[config.mk]
export PLATFORM = sky130hd
export DESIGN_NAME = mem_req_demux_1x2
export DESIGN_NICKNAME = d
export VERILOG_FILES = /design/src/rtl/mem_bus_pkg.sv /design/src/rtl/mem_req_slot.sv /design/src/rtl/mem_req_demux_1x2.sv
export SDC_FILE = /design/constraint.sdc
export NUM_CORES = 1
export LEC_CHECK = 0
export ABC_AREA = 0
export CORE_ASPECT_RATIO = 0.8
export CORE_MARGIN = 5
export CORE_UTILIZATION = 40
export DETAILED_ROUTE_END_ITERATION = 10
export MAX_ROUTING_LAYER = met4
export PLACE_DENSITY = 0.81
export SLEW_MARGIN = 20
export SYNTH_ARGS = -nofsm -noshare
export SYNTH_HDL_FRONTEND = slang
export SYNTH_SLANG_ARGS = --single-unit
export TNS_END_PERCENT = 30
[constraint.sdc]
create_clock -name clk -period 2.9 [get_ports clk]
set_input_delay 0.58 -clock clk [delete_from_list [all_inputs] [get_ports clk]]
set_output_delay 0.58 -clock clk [all_outputs]
set_load 0.02 [all_outputs]
[src/rtl/mem_bus_pkg.sv]
// Shared definitions for the core data-side memory request path.
// Contents:
//   tgt_e           - downstream target index (TGT_RAM = 0, TGT_MMIO = 1)
//   R1_BASE_DEFAULT - default base address of the MMIO (port 1) region
//   R1_MASK_DEFAULT - default mask applied before comparing against the base
package mem_bus_pkg;

    typedef enum logic {
        TGT_RAM  = 1'b0,
        TGT_MMIO = 1'b1
    } tgt_e;

    localparam logic [31:0] R1_BASE_DEFAULT = 32'h1000_0000;
    localparam logic [31:0] R1_MASK_DEFAULT = 32'hF000_0000;

endpackage

[src/rtl/mem_req_slot.sv]
// One-entry valid/ready register slice for a load/store request.
// Holds address, write flag, write data and byte strobes. A new request can be
// loaded in the same cycle the held one is taken downstream, so the slice
// sustains one request per cycle. Contents only change on a load, so they are
// stable while out_valid is high and out_ready is low.
// Ports:
//   clk, rst_n                          - clock, synchronous active-low reset
//   in_valid / in_ready                 - upstream handshake
//   in_addr, in_we, in_wdata, in_wstrb  - request to load
//   out_valid / out_ready               - downstream handshake
//   out_addr, out_we, out_wdata, out_wstrb - held request
module mem_req_slot #(
    parameter int unsigned N  = 32,
    parameter int unsigned AW = 32
) (
    input  logic           clk,
    input  logic           rst_n,
    input  logic           in_valid,
    output logic           in_ready,
    input  logic [AW-1:0]  in_addr,
    input  logic           in_we,
    input  logic [N-1:0]   in_wdata,
    input  logic [N/8-1:0] in_wstrb,
    output logic           out_valid,
    input  logic           out_ready,
    output logic [AW-1:0]  out_addr,
    output logic           out_we,
    output logic [N-1:0]   out_wdata,
    output logic [N/8-1:0] out_wstrb
);

    logic           valid_q;
    logic [AW-1:0]  addr_q;
    logic           we_q;
    logic [N-1:0]   wdata_q;
    logic [N/8-1:0] wstrb_q;

    // Empty, or the held entry leaves this cycle.
    assign in_ready = ~valid_q | out_ready;

    always_ff @(posedge clk) begin
        if (!rst_n) begin
            valid_q <= 1'b0;
            addr_q  <= '0;
            we_q    <= 1'b0;
            wdata_q <= '0;
            wstrb_q <= '0;
        end else if (in_valid && in_ready) begin
            valid_q <= 1'b1;
            addr_q  <= in_addr;
            we_q    <= in_we;
            wdata_q <= in_wdata;
            wstrb_q <= in_wstrb;
        end else if (out_ready) begin
            valid_q <= 1'b0;
        end
    end

    assign out_valid = valid_q;
    assign out_addr  = addr_q;
    assign out_we    = we_q;
    assign out_wdata = wdata_q;
    assign out_wstrb = wstrb_q;

endmodule

[src/rtl/mem_req_demux_1x2.sv]
// 1-to-2 request router: steers one load/store stream to data RAM (port 0) or
// MMIO (port 1) by address match, through a one-entry registered slot, and
// returns responses in order on one upstream channel (1-cycle latency).
// Ordering is kept without a reorder buffer: a request to the other target is
// held off until every outstanding request has been answered.
// Ports:
//   clk, rst_n                         - clock, synchronous active-low reset
//   req_valid/req_ready, req_addr, req_we, req_wdata, req_wstrb - upstream request
//   m0_valid/m0_ready, m1_valid/m1_ready - per-target request handshake
//   m_addr, m_we, m_wdata, m_wstrb      - slot contents, shared by both targets
//   m0_rsp_valid/m0_rsp_rdata, m1_rsp_valid/m1_rsp_rdata - target responses
//   rsp_valid, rsp_rdata                - upstream response, no backpressure
//   err (only with MEM_REQ_DEMUX_ERR_EN) - sticky protocol error flag
// Build option: define MEM_REQ_DEMUX_ERR_EN to add the err output.
module mem_req_demux_1x2
    import mem_bus_pkg::*;
#(
    parameter int unsigned   N       = 32,
    parameter int unsigned   AW      = 32,
    parameter logic [AW-1:0] R1_BASE = AW'(R1_BASE_DEFAULT),
    parameter logic [AW-1:0] R1_MASK = AW'(R1_MASK_DEFAULT),
    parameter int unsigned   MAX_OUT = 4
) (
    input  logic           clk,
    input  logic           rst_n,
    input  logic           req_valid,
    output logic           req_ready,
    input  logic [AW-1:0]  req_addr,
    input  logic           req_we,
    input  logic [N-1:0]   req_wdata,
    input  logic [N/8-1:0] req_wstrb,
    output logic           m0_valid,
    output logic           m1_valid,
    input  logic           m0_ready,
    input  logic           m1_ready,
    output logic [AW-1:0]  m_addr,
    output logic           m_we,
    output logic [N-1:0]   m_wdata,
    output logic [N/8-1:0] m_wstrb,
    input  logic           m0_rsp_valid,
    input  logic           m1_rsp_valid,
    input  logic [N-1:0]   m0_rsp_rdata,
    input  logic [N-1:0]   m1_rsp_rdata,
    output logic           rsp_valid,
    output logic [N-1:0]   rsp_rdata
`ifdef MEM_REQ_DEMUX_ERR_EN
    ,
    output logic           err
`endif
);

    localparam int unsigned   PW       = $clog2(MAX_OUT + 1);
    localparam logic [PW-1:0] MAX_PEND = PW'(MAX_OUT);

    tgt_e          cur_tgt_q, cur_tgt_d, sel_tgt;
    logic [PW-1:0] pend_q, pend_d;
    logic          slot_valid, slot_in_ready, slot_out_ready;
    logic          accept, rsp_hit, pend_dec;
    logic [N-1:0]  hit_rdata;
    logic          rsp_valid_q;
    logic [N-1:0]  rsp_rdata_q;

    assign sel_tgt = ((req_addr & R1_MASK) == R1_BASE) ? TGT_MMIO : TGT_RAM;

    // The slot only ever holds a request for cur_tgt: cur_tgt can change only
    // when pend == 0, which implies the slot is empty or being refilled.
    assign slot_out_ready = (cur_tgt_q == TGT_MMIO) ? m1_ready : m0_ready;
    assign m0_valid       = slot_valid & (cur_tgt_q == TGT_RAM);
    assign m1_valid       = slot_valid & (cur_tgt_q == TGT_MMIO);

    // Depends on m*_ready through the slot, never on m*_rsp_valid.
    assign req_ready = (pend_q < MAX_PEND) & slot_in_ready
                     & ((pend_q == '0) | (sel_tgt == cur_tgt_q));
    assign accept    = req_valid & req_ready;

    always_comb begin
        rsp_hit   = m0_rsp_valid;
        hit_rdata = m0_rsp_rdata;
        if (cur_tgt_q == TGT_MMIO) begin
            rsp_hit   = m1_rsp_valid;
            hit_rdata = m1_rsp_rdata;
        end
        // A response with nothing pending must not underflow the counter.
        pend_dec  = rsp_hit & (pend_q != '0);
        pend_d    = pend_q;
        cur_tgt_d = cur_tgt_q;
        if (accept) begin
            cur_tgt_d = sel_tgt;
        end
        if (accept && !pend_dec) begin
            pend_d = pend_q + 1'b1;
        end else if (!accept && pend_dec) begin
            pend_d = pend_q - 1'b1;
        end
    end

    always_ff @(posedge clk) begin
        if (!rst_n) begin
            pend_q      <= '0;
            cur_tgt_q   <= TGT_RAM;
            rsp_valid_q <= 1'b0;
            rsp_rdata_q <= '0;
        end else begin
            pend_q      <= pend_d;
            cur_tgt_q   <= cur_tgt_d;
            rsp_valid_q <= rsp_hit;
            if (rsp_hit) begin
                rsp_rdata_q <= hit_rdata;
            end
        end
    end

    assign rsp_valid = rsp_valid_q;
    assign rsp_rdata = rsp_rdata_q;

    mem_req_slot #(
        .N  (N),
        .AW (AW)
    ) u_slot (
        .clk       (clk),
        .rst_n     (rst_n),
        .in_valid  (accept),
        .in_ready  (slot_in_ready),
        .in_addr   (req_addr),
        .in_we     (req_we),
        .in_wdata  (req_wdata),
        .in_wstrb  (req_wstrb),
        .out_valid (slot_valid),
        .out_ready (slot_out_ready),
        .out_addr  (m_addr),
        .out_we    (m_we),
        .out_wdata (m_wdata),
        .out_wstrb (m_wstrb)
    );

`ifdef MEM_REQ_DEMUX_ERR_EN
    logic rsp_other;
    logic err_q;

    assign rsp_other = (cur_tgt_q == TGT_MMIO) ? m0_rsp_valid : m1_rsp_valid;

    always_ff @(posedge clk) begin
        if (!rst_n) begin
            err_q <= 1'b0;
        end else if (rsp_other || (rsp_hit && (pend_q == '0))) begin
            err_q <= 1'b1;
        end
    end

    assign err = err_q;
`endif

endmodule

==> results.cfg, run 1 <==
[critical_path]
rr_startpoint = cur_tgt_q
cpPeakStageDelay_ns = 0.46
start_kind = input port
cpLargestDelayFamily = simple AND/OR/NAND/NOR gates
reg2reg_slack_ns = 0.60
rr_endpoint = pend_q[2]
cp_max_fo = 2
endpoint_kind = flop
worst-path-stages = 11
worstPathCellList = clkdlybuf4s50_1 -> nor4b_4 -> mux2_4 -> nand2_4 -> inv_8 -> ha_1 -> inv_1 -> fa_1 -> xor2_1 -> or3_1 -> a21boi_0
critPathKind = input port to flop
slowest_stage = clkdlybuf4s50_1
reg2reg_depth = 10
worst-path-buf-inv = 3
cp.required_ns = 3.16
cp.arrival_ns = 3.04

[power_and_ir_drop]
p_int_mw = 3.23
ir_worst_vdd_v = 0.000316
p_switching_mw = 1.34
p_sw_frac = 0.294
p_comb_frac = 0.321
p_total_mw = 4.57
p_leak_nw = 3.16
power.share.clock = 0.288
pwr-share-seq = 0.391
power.density_nw_per_um2 = 615

[place]
pre_cts_ws_ns = -0.242
gp_congestion = 0.767
placedCellCount = 843
dp_hpwl_um = 10100
place.port_buffers = 244

[hold_path]
hold_class = flop to flop
hold_start = u_slot.out_addr[5]
whs_path_depth = 2
min_to = u_slot.out_addr[5]

[die]
fp.dieH_um = 107
initial_core_util = 0.407
dieWidth_um = 131
core_um2 = 11500
io_pins = 245
rows = 35
die-area_um2 = 14000

[clocking]
cts_tree = yes
htreeDepth = 3
clkLatencyLatePin_ns = 0.33
clock_path_buffers = 2
path_clk_slew_ns = 0.07
numClockSinks = 107
hold_buffers = 0
cts-root-buf = clkbuf_16
cts_buffers = 9

[logic_synthesis]
ys_ff_latch = 107
netlist_instances = 479
synth.avg_cell_area_um2 = 9.80
yosys.cell_types.count = 30
synth_nets = 621
yosysWarnings = 0
yosysSeqAreaShare = 0.457
synth_area_um2 = 4690

[finish]
area_growth_pct = 58.4
n_antenna_cell = 0
final_nets = 848
final_util = 0.645
drive_gt1_frac = 0.0478
finalNonFillerCells = 859

[timing]
fmax_mhz = 360
max_slew_margin = 0.621
rsz0062_at_grt = no
period_share = 0.958
drv_slew = 0
hold_violations = 0
setup_slack_ns = 0.123
setup_tns_ns = 0
worst_pin_slew_ns = 0.568
finalSetupViolCount = 0
post-route-min-period_ns = 2.78
clock-skew-final_ns = 0.00446

[detailed_routing]
routedWlPerCell_um = 15.1
drt_pass1_iterations = 4
drt-initial-drc-count = 217
ant_nets = 0
post-route-drc-count = 0
vias = 4071
drt-total-wl_um = 12900
vias_per_cell = 4.74

[global_routing]
grt_max_degree = 77
use_met3 = 0.0468
overflow = 0
grtUsageTotal = 0.181
met2_usage = 0.303
grt_most_used_layer = met2
use_met1 = 0.216
grt_pass1_vias = 4076
grt_pass1_wl_um = 19800
antenna_found_initial = 0

[run_status]
outcome = completed

[job]
max_cap_viol_count = 0
==> worst register-to-register path, delay by kind of cell, from the launching register on <==
kind | cells | cell delay, ns
XOR/XNOR | 1 | 0.16
buffers and inverters | 2 | 0.11
AO/OA/AOI/OAI | 2 | 0.36
AND/OR/NAND/NOR | 2 | 0.39
flip-flops | 1 | 0.49
multiplexers | 1 | 0.18
adder cells (fa/ha/maj) | 2 | 0.54
==> per-layer routing <==
metal / vias to the layer above / wire length [um]
met3: 16 / 1090
met4: 0 / 229
met2: 169 / 6250
met1: 1839 / 5370
li1: 2047 / -
met5: - / 0
==> power groups by stage <==
stage          Clock [mW]  Combinational (mW)  Sequential (mW)
6_report             1.32                1.47             1.78
5_1_grt              1.41                1.57             1.81
4_1_cts              1.36                1.49             1.79
3_5_place_dp            0                1.48             1.82
3_3_place_gp            0                1.45             1.80
2_1_floorplan           0               0.708             2.00
==> state kept, by name, indices dropped and copies added (netlist names) <==
name / cells
u_slot.out_addr: 32
u_slot.out_wstrb: 4
u_slot.out_valid: 1
rsp_rdata: 32
u_slot.out_wdata: 32
rsp_valid: 1
cur_tgt_q: 1
u_slot.out_we: 1
pend_q: 3
==> cells in the final DEF (no fill, tap or decap), types with 2 or more instances in the layout <==
master           netlist  routed
nor2b_1                2       2
o211a_1               32      32
clkbuf_16              0       9
bufinv_16              0       2
clkdlybuf4s50_1        0     241
nand2_1              173     173
buf_4                  1       9
and2_1                 3       3
o21ai_0                2       2
dfxtp_1              107     106
buf_12                 7       2
mux2i_1              104     104
==> final cells by class <==
cell class / count / area (um2)
fillers: 899 / 4090
repair buffers: 254 / 2540
multi-input cells: 332 / 2220
flip-flops and latches: 107 / 2140
clock buffers: 11 / 243
well taps: 148 / 185
clock inverters: 5 / 85.1
inverters: 2 / 15.0
==> through the flow <==
step                hold WS [ns]  area [um2]
floorplan                  0.474        4690
global placement           0.441        7110
detailed placement         0.448        7110
CTS                        0.462        7430
global route               0.477        7430
finish                     0.454        7430
==> worst max path at each step <==
stage / start / to / slack, ns
2_1_floorplan: req_addr[31] / pend_q[2] / 0.26
3_5_place_dp: req_addr[31] / req_ready / -0.24
4_1_cts: req_addr[30] / req_ready / 0.006
5_1_grt: req_addr[30] / pend_q[2] / 0.02
6_report: req_addr[30] / pend_q[2] / 0.12
3_3_place_gp: req_addr[31] / req_ready / -0.23
==> cells by family (layout without fill, tap and decap cells) <==
kind of cell,count (synthesis),after routing,share of synthesized area
DFF,107,107,0.457
AOI/OAI and AO/OA,39,39,0.0787
and+or+nand+nor,183,183,0.157
xor gates and xnor gates,2,2,0.00373
muxes,106,106,0.227
buffers and inverters,40,272,0.0696
adders and majority gates,2,2,0.00693
==> timing repair <==
action | CTS | global route
gates resized for setup | 2 | 2
pin swaps | 1 | 1
setup buffers | 0 | 0
endpoints found under the setup margin | 1 | 2
==> cells in the mapped netlist <==
cell type | n | area (um2)
nand2_1 | 173 | 649
dfxtp_1 | 107 | 2140
mux2i_1 | 104 | 1040
o211a_1 | 32 | 320
clkbuf_1 | 17 | 63.8
buf_2 | 9 | 45.0
buf_12 | 7 | 140
clkbuf_8 | 4 | 55.1
and2_1 | 3 | 18.8
nor2b_1 | 2 | 12.5
o21ai_0 | 2 | 10.0
a21boi_0 | 1 | 7.51
a21boi_1 | 1 | 7.51
a21oi_2 | 1 | 8.76
and3b_1 | 1 | 8.76
buf_4 | 1 | 7.51
fa_1 | 1 | 20.0
ha_1 | 1 | 12.5
inv_1 | 1 | 3.75
inv_8 | 1 | 11.3
mux2_2 | 1 | 11.3
mux2_4 | 1 | 15.0
nand2_4 | 1 | 11.3
nand2b_1 | 1 | 6.26
nor4b_4 | 1 | 23.8
o21bai_1 | 1 | 7.51
o31ai_1 | 1 | 7.51
or3_1 | 1 | 6.26
xnor2_1 | 1 | 8.76
xor2_1 | 1 | 8.76
Note: power is estimated with default switching activity, not from simulation.
==> inputs of run 2 (changes only) <==
ABC_CLOCK_PERIOD_IN_PS = 2900   (was default)
SLEW_MARGIN = 5   (was 20)
==> results of run 2 <==
Same layout as run 1: the final DEF is identical, and so are final timing and power.
==> inputs of run 3 (changes only) <==
CORE_UTILIZATION = 39   (was 40)
CTS_CLUSTER_SIZE = 10   (was default)
PLACE_DENSITY = 0.8   (was 0.81)
SYNTH_HIERARCHICAL = 1   (was default)
==> run 3 against run 2 <==
First-iteration DRC count shrank 44%. Count of clock-buffer cells in the layout shrank 2. Power shrank 0.92%. Via count grew 0.54%. Largest power group unchanged. Sequential share of layout area grew 0.073 points.
==> results.cfg, run 3 <==
[logic_synthesis]
yosysWarnings = 6
ys_top_cells_by_count = 171 x nand2_1, 107 x dfxtp_1, 103 x mux2i_1
ys.flop_type = dfxtp_1
synth_area_leaders = dfxtp_1 47%, mux2i_1 22%, nand2_1 14%
synth_area_um2 = 4600
synth_top_area_frac = 0.465
synth_edf_count = 0
synth.largest_area_cell = dfxtp_1
synth-async-reset-ratio = 0
ys_ff_latch = 107
synth_most_common_cell = nand2_1
synth.avg_cell_area_um2 = 9.61
yosys.cell_types.count = 33
synth_nets = 621
netlist_instances = 479
yosysSeqAreaShare = 0.465

[finish]
fillCellCount = 934
final_nets = 847
multi_input_area_um2 = 2220
finalNonFillerCells = 858
area_growth_pct = 61.1
final_util = 0.644
final-seq-area_um2 = 2140
final_area_um2 = 7410
final_common_cell = clkdlybuf4s50_1
drive_gt1_frac = 0.0451
n_antenna_cell = 0
most-common-layout-cells = 242 x clkdlybuf4s50_1, 171 x nand2_1, 106 x dfxtp_1

[timing]
rsz0062_at_grt = no
drv_slew = 0
fmax_mhz = 368
clock-skew-final_ns = 0.00447
hold_violations = 0
post-route-min-period_ns = 2.72
period_share = 0.938
worst_pin_slew_ns = 0.644
finalSetupViolCount = 0
max_slew_margin = 0.571
setup_tns_ns = 0

[run_status]
outcome = completed

[critical_path]
cp.required_ns = 2.32
start_kind = input port
cp.arrival_ns = 2.14
critPathKind = input port to output port
reg2reg_slack_ns = 0.48
reg2reg_depth = 10
rr_endpoint = pend_q[2]
cp_max_fo = 2
rr_startpoint = cur_tgt_q
endpoint_kind = output port

[detailed_routing]
drt_pass1_iterations = 4
post-route-drc-count = 0
routedWlPerCell_um = 15.1
ant_nets = 0
drt-initial-drc-count = 121
vias_per_cell = 4.77
vias = 4093
drt-total-wl_um = 12900

[hold_path]
min_to = u_slot/out_addr[1]
hold_start = u_slot/out_addr[1]
hold_class = flop to flop
whs_path_depth = 2

[power_and_ir_drop]
p_leak_nw = 3.12
power.density_nw_per_um2 = 611
ir_worst_vdd_v = 0.000440
p_total_mw = 4.53

[die]
fp.dieH_um = 107
dieWidth_um = 131
rows = 35
initial_core_util = 0.400
core_um2 = 11500
die-area_um2 = 14100
io_pins = 245

[clocking]
path_clk_slew_ns = 0.07
clock_path_buffers = 2
htreeDepth = 3
cts_tree = yes
cts_buffers = 9
clkLatencyLatePin_ns = 0.34
cts-root-buf = clkbuf_16
numClockSinks = 107
hold_buffers = 0

[place]
placed_area_um2 = 7110
placedCellCount = 842
dp_hpwl_um = 9880
gp_congestion = 0.779
place.port_buffers = 244

[global_routing]
overflow = 0
antenna_found_initial = 0
grt_pass1_wl_um = 20600
grt_pass1_vias = 4225
grtUsageTotal = 0.182
grt_max_degree = 66

[job]
max_cap_viol_count = 0
run 3: metrics by stage:
stage	setup slack (ns)	hold slack, ns
2_1_floorplan	0.470	0.479
6_report	0.180	0.460
3_3_place_gp	-0.0352	0.441
3_5_place_dp	-0.102	0.448
5_1_grt	0.117	0.475
4_1_cts	0.197	0.460
run 3: layer usage:
metal | global-route usage | part of all wire | up-vias
met5 | - | 0 | -
met4 | 0.0536 | 0.016 | 0
met3 | 0.0516 | 0.054 | 16
met2 | 0.322 | 0.51 | 114
met1 | 0.200 | 0.42 | 1904
li1 | - | - | 2059
run 3: cell type report:
type                            count  area share
Clock buffer                        9      0.0304
Clock inverter                      7      0.0101
Inverter                            2     0.00101
Multi-Input combinational cell    332       0.300
Sequential cell                   107       0.289
Tap cell                          148      0.0250
Timing Repair Buffer              253       0.345
run 3: how the worst max path moves through the flow:
stage,startpoint,endpoint,depth (start not counted)
after floorplan,m0_rsp_valid,pend_q[2],10
after global placement,req_addr[28],req_ready,5
after detailed placement,req_addr[29],pend_q[2],10
after CTS,req_addr[28],req_ready,5
after global routing,req_addr[28],req_ready,5
final,req_addr[29],req_ready,5
run 3: power by group:
part,switching [mW],total (mW),leakage [nW],internal [mW]
logic,0.699,1.50,2.09,0.802
registers,0.129,1.80,0.883,1.67
clock network,0.549,1.23,0.151,0.678
run 3: logic make-up (layout without fill, tap and decap cells):
logic type               count (synthesis)  in the layout  synth area share
AO/OA/AOI/OAI                           40             40            0.0821
XOR/XNOR                                 2              2           0.00381
adder cells (fa/ha/maj)                  2              2           0.00707
buffers and inverters                   40            271            0.0519
flip-flops                             107            107             0.465
multiplexers                           105            105             0.230
AND/OR/NAND/NOR                        183            183             0.160
run 3: repair_timing:
action | CTS | global route
setup endpoints to repair | 1 | 0
buffers inserted | 0 | 0
resized for setup | 1 | 0
run 3: critical path, stage by stage:
cell             delay [ns]
clkdlybuf4s50_1        0.45
nor4b_2                0.37
mux2i_1                0.15
nor3b_1                0.20
dlygate4sd2_1          0.39
